[config.mk]
export PLATFORM = sky130hd
export DESIGN_NAME = melody_sequencer_flat
export DESIGN_NICKNAME = d
export VERILOG_FILES = /design/src/rtl/melody_sequencer_if.sv /design/src/rtl/melody_sequencer.sv /design/src/flat_wrapper.sv
export SDC_FILE = /design/constraint.sdc
export NUM_CORES = 1
export LEC_CHECK = 0
export BUFFER_PORTS_ARGS = -buffer_cell sky130_fd_sc_hd__clkbuf_2
export CAP_MARGIN = 20
export CORE_MARGIN = 2
export CORE_UTILIZATION = 57
export DETAILED_ROUTE_END_ITERATION = 12
export HOLD_SLACK_MARGIN = 0.05
export PLACE_DENSITY = 0.8
export SYNTH_ARGS = -nofsm -noshare
export SYNTH_HDL_FRONTEND = slang
export SYNTH_SLANG_ARGS = --single-unit
[constraint.sdc]
create_clock -name USER_CLK -period 2.7 [get_ports USER_CLK]
set_input_delay 0.54 -clock USER_CLK [delete_from_list [all_inputs] [get_ports USER_CLK]]
set_output_delay 0.54 -clock USER_CLK [all_outputs]
set_load 0.1 [all_outputs]
[src/rtl/melody_sequencer_if.sv]
// Song-sequencer control/ROM/tone bus: player controls in, ROM address out,
// ROM data in, tone-generator and display outputs out.
interface melody_sequencer_if #(
  parameter int unsigned ADDR_W = 6,
  parameter int unsigned INC_W  = 18
);
  logic              PLAY;
  logic              STOP;
  logic              TEMPO_SEL;
  logic [ADDR_W-1:0] ROM_ADDR;
  logic [7:0]        ROM_DATA;
  logic [INC_W-1:0]  NOTE_INC;
  logic              NOTE_ON;
  logic [7:0]        GPIO_LED;
  logic              BUSY;
  logic              DONE;

  modport master (
    input  PLAY, STOP, TEMPO_SEL, ROM_DATA,
    output ROM_ADDR, NOTE_INC, NOTE_ON, GPIO_LED, BUSY, DONE
  );

  modport slave (
    output PLAY, STOP, TEMPO_SEL, ROM_DATA,
    input  ROM_ADDR, NOTE_INC, NOTE_ON, GPIO_LED, BUSY, DONE
  );
endinterface

[src/rtl/melody_sequencer.sv]
// Song sequencer: fetches note/beat entries from a synchronous ROM and times each
// note in beats, driving the phase-increment word, tone enable and one-hot LEDs.
module melody_sequencer #(
  parameter int unsigned ADDR_W    = 6,
  parameter int unsigned INC_W     = 18,
  parameter int unsigned BEAT_FAST = 3538944,
  parameter int unsigned BEAT_SLOW = 7077888,
  parameter int unsigned GAP_TICKS = 65536,
  parameter bit          LOOP      = 1'b1
) (
  input  logic                USER_CLK,
  input  logic                RESET,
  melody_sequencer_if.master  bus
);

  localparam int unsigned BEAT_MAX = (BEAT_FAST > BEAT_SLOW) ? BEAT_FAST : BEAT_SLOW;
  localparam int unsigned TICK_MAX = (GAP_TICKS > BEAT_MAX) ? GAP_TICKS : BEAT_MAX;
  localparam int unsigned CNT_W    = $clog2(TICK_MAX + 1);
  localparam int unsigned GAP_LOAD = (GAP_TICKS == 0) ? 0 : GAP_TICKS - 1;

  typedef enum logic [2:0] {S_IDLE, S_FETCH, S_DECODE, S_SOUND, S_GAP} state_t;

  state_t            r_state, w_state;
  logic              r_play_d;
  logic [ADDR_W-1:0] r_addr, w_addr;
  logic [INC_W-1:0]  r_inc, w_inc;
  logic              r_on, w_on;
  logic [7:0]        r_led, w_led;
  logic              r_done, w_done;
  logic [CNT_W-1:0]  r_tick, w_tick;
  logic [3:0]        r_beat, w_beat;

  logic              w_play_edge;
  logic [3:0]        w_code;
  logic [3:0]        w_beats;
  logic [INC_W-1:0]  w_tab_inc;
  logic [7:0]        w_tab_led;
  logic [CNT_W-1:0]  w_beat_load;

  assign w_play_edge = bus.PLAY & ~r_play_d;
  assign w_code      = bus.ROM_DATA[7:4];
  assign w_beats     = bus.ROM_DATA[3:0];
  assign w_beat_load = bus.TEMPO_SEL ? CNT_W'(BEAT_FAST - 1) : CNT_W'(BEAT_SLOW - 1);

  always_comb begin
    w_tab_inc = '0;
    w_tab_led = '0;
    case (w_code)
      4'd1: begin w_tab_inc = INC_W'(11237); w_tab_led = 8'h01; end
      4'd2: begin w_tab_inc = INC_W'(12613); w_tab_led = 8'h02; end
      4'd3: begin w_tab_inc = INC_W'(14157); w_tab_led = 8'h04; end
      4'd4: begin w_tab_inc = INC_W'(15891); w_tab_led = 8'h08; end
      4'd5: begin w_tab_inc = INC_W'(16836); w_tab_led = 8'h10; end
      4'd6: begin w_tab_inc = INC_W'(18898); w_tab_led = 8'h20; end
      4'd7: begin w_tab_inc = INC_W'(21212); w_tab_led = 8'h40; end
      4'd8: begin w_tab_inc = INC_W'(25225); w_tab_led = 8'h80; end
      default: ;
    endcase
  end

  always_comb begin
    w_state = r_state;
    w_addr  = r_addr;
    w_inc   = r_inc;
    w_on    = r_on;
    w_led   = r_led;
    w_done  = 1'b0;
    w_tick  = r_tick;
    w_beat  = r_beat;
    case (r_state)
      S_IDLE: begin
        if (w_play_edge) begin
          w_addr  = '0;
          w_state = S_FETCH;
        end
      end
      S_FETCH: w_state = S_DECODE;
      S_DECODE: begin
        if (w_code == 4'hF) begin
          if (LOOP) begin
            w_addr  = '0;
            w_state = S_FETCH;
          end else begin
            w_done  = 1'b1;
            w_state = S_IDLE;
          end
        end else begin
          w_inc   = w_tab_inc;
          w_led   = w_tab_led;
          w_on    = (w_tab_led != 8'h00);
          w_tick  = w_beat_load;
          w_beat  = (w_beats == 4'd0) ? 4'd0 : w_beats - 4'd1;
          w_state = S_SOUND;
        end
      end
      S_SOUND: begin
        if (r_tick == '0) begin
          if (r_beat == 4'd0) begin
            w_inc   = '0;
            w_on    = 1'b0;
            w_led   = '0;
            w_addr  = r_addr + 1'b1;
            w_tick  = CNT_W'(GAP_LOAD);
            w_state = (GAP_TICKS == 0) ? S_FETCH : S_GAP;
          end else begin
            // tempo is re-sampled here so a change takes effect from the next beat
            w_beat = r_beat - 4'd1;
            w_tick = w_beat_load;
          end
        end else begin
          w_tick = r_tick - 1'b1;
        end
      end
      S_GAP: begin
        if (r_tick == '0) w_state = S_FETCH;
        else              w_tick  = r_tick - 1'b1;
      end
      default: w_state = S_IDLE;
    endcase
    if (bus.STOP) begin
      w_state = S_IDLE;
      w_addr  = '0;
      w_inc   = '0;
      w_on    = 1'b0;
      w_led   = '0;
      w_done  = 1'b0;
      w_tick  = '0;
      w_beat  = '0;
    end
  end

  always_ff @(posedge USER_CLK) begin
    if (RESET) begin
      r_state  <= S_IDLE;
      r_play_d <= 1'b0;
      r_addr   <= '0;
      r_inc    <= '0;
      r_on     <= 1'b0;
      r_led    <= '0;
      r_done   <= 1'b0;
      r_tick   <= '0;
      r_beat   <= '0;
    end else begin
      r_state  <= w_state;
      r_play_d <= bus.PLAY;
      r_addr   <= w_addr;
      r_inc    <= w_inc;
      r_on     <= w_on;
      r_led    <= w_led;
      r_done   <= w_done;
      r_tick   <= w_tick;
      r_beat   <= w_beat;
    end
  end

  assign bus.ROM_ADDR = r_addr;
  assign bus.NOTE_INC = r_inc;
  assign bus.NOTE_ON  = r_on;
  assign bus.GPIO_LED = r_led;
  assign bus.BUSY     = (r_state != S_IDLE);
  assign bus.DONE     = r_done;

endmodule
[src/flat_wrapper.sv]
// flat-port wrapper written by rule: the top's interface ports become plain ports
module melody_sequencer_flat 
#(
  parameter int unsigned ADDR_W    = 6,
  parameter int unsigned INC_W     = 18,
  parameter int unsigned BEAT_FAST = 3538944,
  parameter int unsigned BEAT_SLOW = 7077888,
  parameter int unsigned GAP_TICKS = 65536,
  parameter bit          LOOP      = 1'b1
)
  (USER_CLK, RESET, bus_PLAY, bus_STOP, bus_TEMPO_SEL, bus_ROM_DATA, bus_ROM_ADDR, bus_NOTE_INC, bus_NOTE_ON, bus_GPIO_LED, bus_BUSY, bus_DONE);
  melody_sequencer_if #(.ADDR_W(ADDR_W), .INC_W(INC_W)) bus_i ();
  input  logic USER_CLK;
  input  logic RESET;
  input wire logic [$bits(bus_i.PLAY)-1:0] bus_PLAY;
  input wire logic [$bits(bus_i.STOP)-1:0] bus_STOP;
  input wire logic [$bits(bus_i.TEMPO_SEL)-1:0] bus_TEMPO_SEL;
  input wire logic [$bits(bus_i.ROM_DATA)-1:0] bus_ROM_DATA;
  output wire logic [$bits(bus_i.ROM_ADDR)-1:0] bus_ROM_ADDR;
  output wire logic [$bits(bus_i.NOTE_INC)-1:0] bus_NOTE_INC;
  output wire logic [$bits(bus_i.NOTE_ON)-1:0] bus_NOTE_ON;
  output wire logic [$bits(bus_i.GPIO_LED)-1:0] bus_GPIO_LED;
  output wire logic [$bits(bus_i.BUSY)-1:0] bus_BUSY;
  output wire logic [$bits(bus_i.DONE)-1:0] bus_DONE;
  assign bus_i.PLAY = bus_PLAY;
  assign bus_i.STOP = bus_STOP;
  assign bus_i.TEMPO_SEL = bus_TEMPO_SEL;
  assign bus_i.ROM_DATA = bus_ROM_DATA;
  assign bus_ROM_ADDR = bus_i.ROM_ADDR;
  assign bus_NOTE_INC = bus_i.NOTE_INC;
  assign bus_NOTE_ON = bus_i.NOTE_ON;
  assign bus_GPIO_LED = bus_i.GPIO_LED;
  assign bus_BUSY = bus_i.BUSY;
  assign bus_DONE = bus_i.DONE;
  melody_sequencer #(.ADDR_W(ADDR_W), .INC_W(INC_W), .BEAT_FAST(BEAT_FAST), .BEAT_SLOW(BEAT_SLOW), .GAP_TICKS(GAP_TICKS), .LOOP(LOOP)) u_core (.USER_CLK(USER_CLK), .RESET(RESET), .bus(bus_i));
endmodule
==> qor.yml <==
fmax_ghz: 0.400
worstSetupPathType: "register to register"
tritoncts: "yes"
synth_area_leaders: "dfxtp_1, a21oi_1, o21ai_0, a31oi_1, nor2_1"
syn_area_um2: 3300
overflow: 0
worst_slew_margin_rel_pct: 32.5
grt_pass1_wl_um: 14600
rsz0062_at_grt: "no"
p_per_area_nw_per_um2: 546
fin_area_um2: 3730
synth_top_area_share_pct: 35.8
grt_use_total_pct: 28.7
wl_per_cell_um: 16.4
yosysSeqAreaShare_pct: 35.8
layoutNonFillerInstCount: 527
ir_drop_mv: 0.292
cts_inserted_buffers: 9
firstDrtPassIters: 6
tightest_slew_ps: 1010
hold_violations: 0
status: "complete, no violations"
grt_max_degree: 53
clk_latency_ps: 350
fin_skew_ps: 8.79
row_count: 27
die_area_um2: 6420
synthCells: 411
io_pins: 48
via_per_inst: 6.54
num_vias: 3447
synth_top_area_cell: "dfxtp_1"
ys_warn_count: 0
dp.final_hpwl_um: 5820
post-cts-setup-buffer-count: 0
start_kind: "register"
first_iter_violations: 451
layout_min_cycle_time_ps: 2500
cts_root_buf: "clkbuf_8"
max_cap_violations: 0
drcViolationCount: 0
drive_above_1_share_pct: 19.3
final_common_cell: "dfxtp_1"
antenna_found_initial: 0
die_y_um: 80.1
critPathCaptureType: "register"
ys_async_sr_fraction_pct: 0
ys.flop_type: "dfxtp_1"
nNetsFinal: 467
cts.clk_slew.worst_paths_ps: 80
cp.required_ps: 2970
area_growth_pct: 13.1
cts_max_level: 3
finalWeightedCongestion: 0.938
placed_area_um2: 3560
tns_ps: 0
finish.utilization_pct: 67.4
hp-class: "primary input to register"
layout_worst_path_cycle_share_pct: 92.7
drv_slew: 0
start_util_pct: 59.6
core_area_um2: 5540
p_leak_nw: 1.40
cts_buffer_depth: 2
syn_area_per_cell_um2: 8.04
antenna_cells: 0
cts_resized: 0
synth_edf_count: 0
yosysUniqueCellTypes: 62
final_cell_mix: "dfxtp_1, a21oi_1, o21ai_0, clkbuf_2, nor2_1"
cts.sinks: 59
hold_buffers: 0
portBuffers: 43
ant_nets: 0
cp.arrival_ps: 2780
grt_pass1_vias: 3067
drt_wl_total_um: 8630
setup_viol: 0
die_w_um: 80.1
synth_seq_cells: 59
crit_fanout: 10
placed_cells_incl_taps: 511
Yosys cell counts (all sizes together) (8+ instances only):
library cell,count
nand3,12
a21oi,50
or3,11
nand2,20
nor3,15
inv,8
xnor2,9
nor2,22
dfxtp,59
buf,16
clkbuf,16
o21ai,47
a31oi,20
layout make-up:
cell class | count | area [um2]
Sequential cell | 59 | 1180
Timing Repair Buffer | 57 | 320
Clock buffer | 9 | 124
Fill cell | 464 | 1810
Tap cell | 72 | 90.1
Inverter | 8 | 30.0
Clock inverter | 7 | 52.6
Multi-Input combinational cell | 315 | 1940
per-layer routing:
metal  up-vias  global-route usage [%]  share of wire, %
met4         0                    13.2               3.0
met5         -                       0                 0
met1      1592                    38.6                43
li1       1630                       -                 -
met2       193                    44.8                46
met3        32                    4.94               7.8
per-stage QoR:
| stage | worst slack [ps] | total power [mW] | hold WS [ps] |
|---|---|---|---|
| global placement | 316 | 1.30 | 459 |
| global route | 55.4 | 2.11 | 425 |
| detailed placement | 284 | 1.31 | 467 |
| floorplan | 391 | 1.23 | 446 |
| finish | 197 | 2.04 | 400 |
| CTS | 263 | 2.04 | 395 |
cell families (layout without fill, tap and decap cells):
family | Yosys count | in the layout | synth area share [%]
AO/OA/AOI/OAI | 162 | 162 | 30.0
AND/OR/NAND/NOR | 135 | 135 | 24.0
flip-flops | 59 | 59 | 35.8
buffers and inverters | 40 | 81 | 5.95
XOR/XNOR | 10 | 10 | 2.65
adder cells (fa/ha/maj) | 4 | 4 | 1.52
other | 1 | 4 | 0.114
worst paths after layout:
kind | from | to | slack [ps] | cells after the start
worst max-delay path | u_core.r_tick[0] | u_core.r_tick[16] | 200 | 7
worst min-delay path | RESET | u_core.r_play_d | 400 | 2
worst max register to register | u_core.r_tick[0] | u_core.r_tick[16] | 200 | 7
worst min register to register | u_core.bus.GPIO_LED[7] | u_core.bus.GPIO_LED[7] | 480 | 2
registers in the layout, indices dropped and copies added, names as in the netlist:
name,count
u_core.bus.ROM_ADDR,6
u_core.r_state,3
u_core.bus.NOTE_ON,1
u_core.bus.NOTE_INC,13
u_core.r_beat,4
u_core.r_play_d,1
u_core.bus.GPIO_LED,8
u_core.r_tick,23
power breakdown:
part / total [mW] / internal (mW) / switching, mW
clock network: 0.741 / 0.336 / 0.405
logic: 0.391 / 0.132 / 0.259
registers: 0.908 / 0.884 / 0.0241
critical path, cell delays in order, from the launching register on:
cell and delay [ps]:
dfxtp_1 350, inv_1 90, ha_1 160, or3b_2 450, o41ai_2 560, and3_1 480
o21ai_0 190, a21oi_1 160
(Power assumes the default switching activity.)
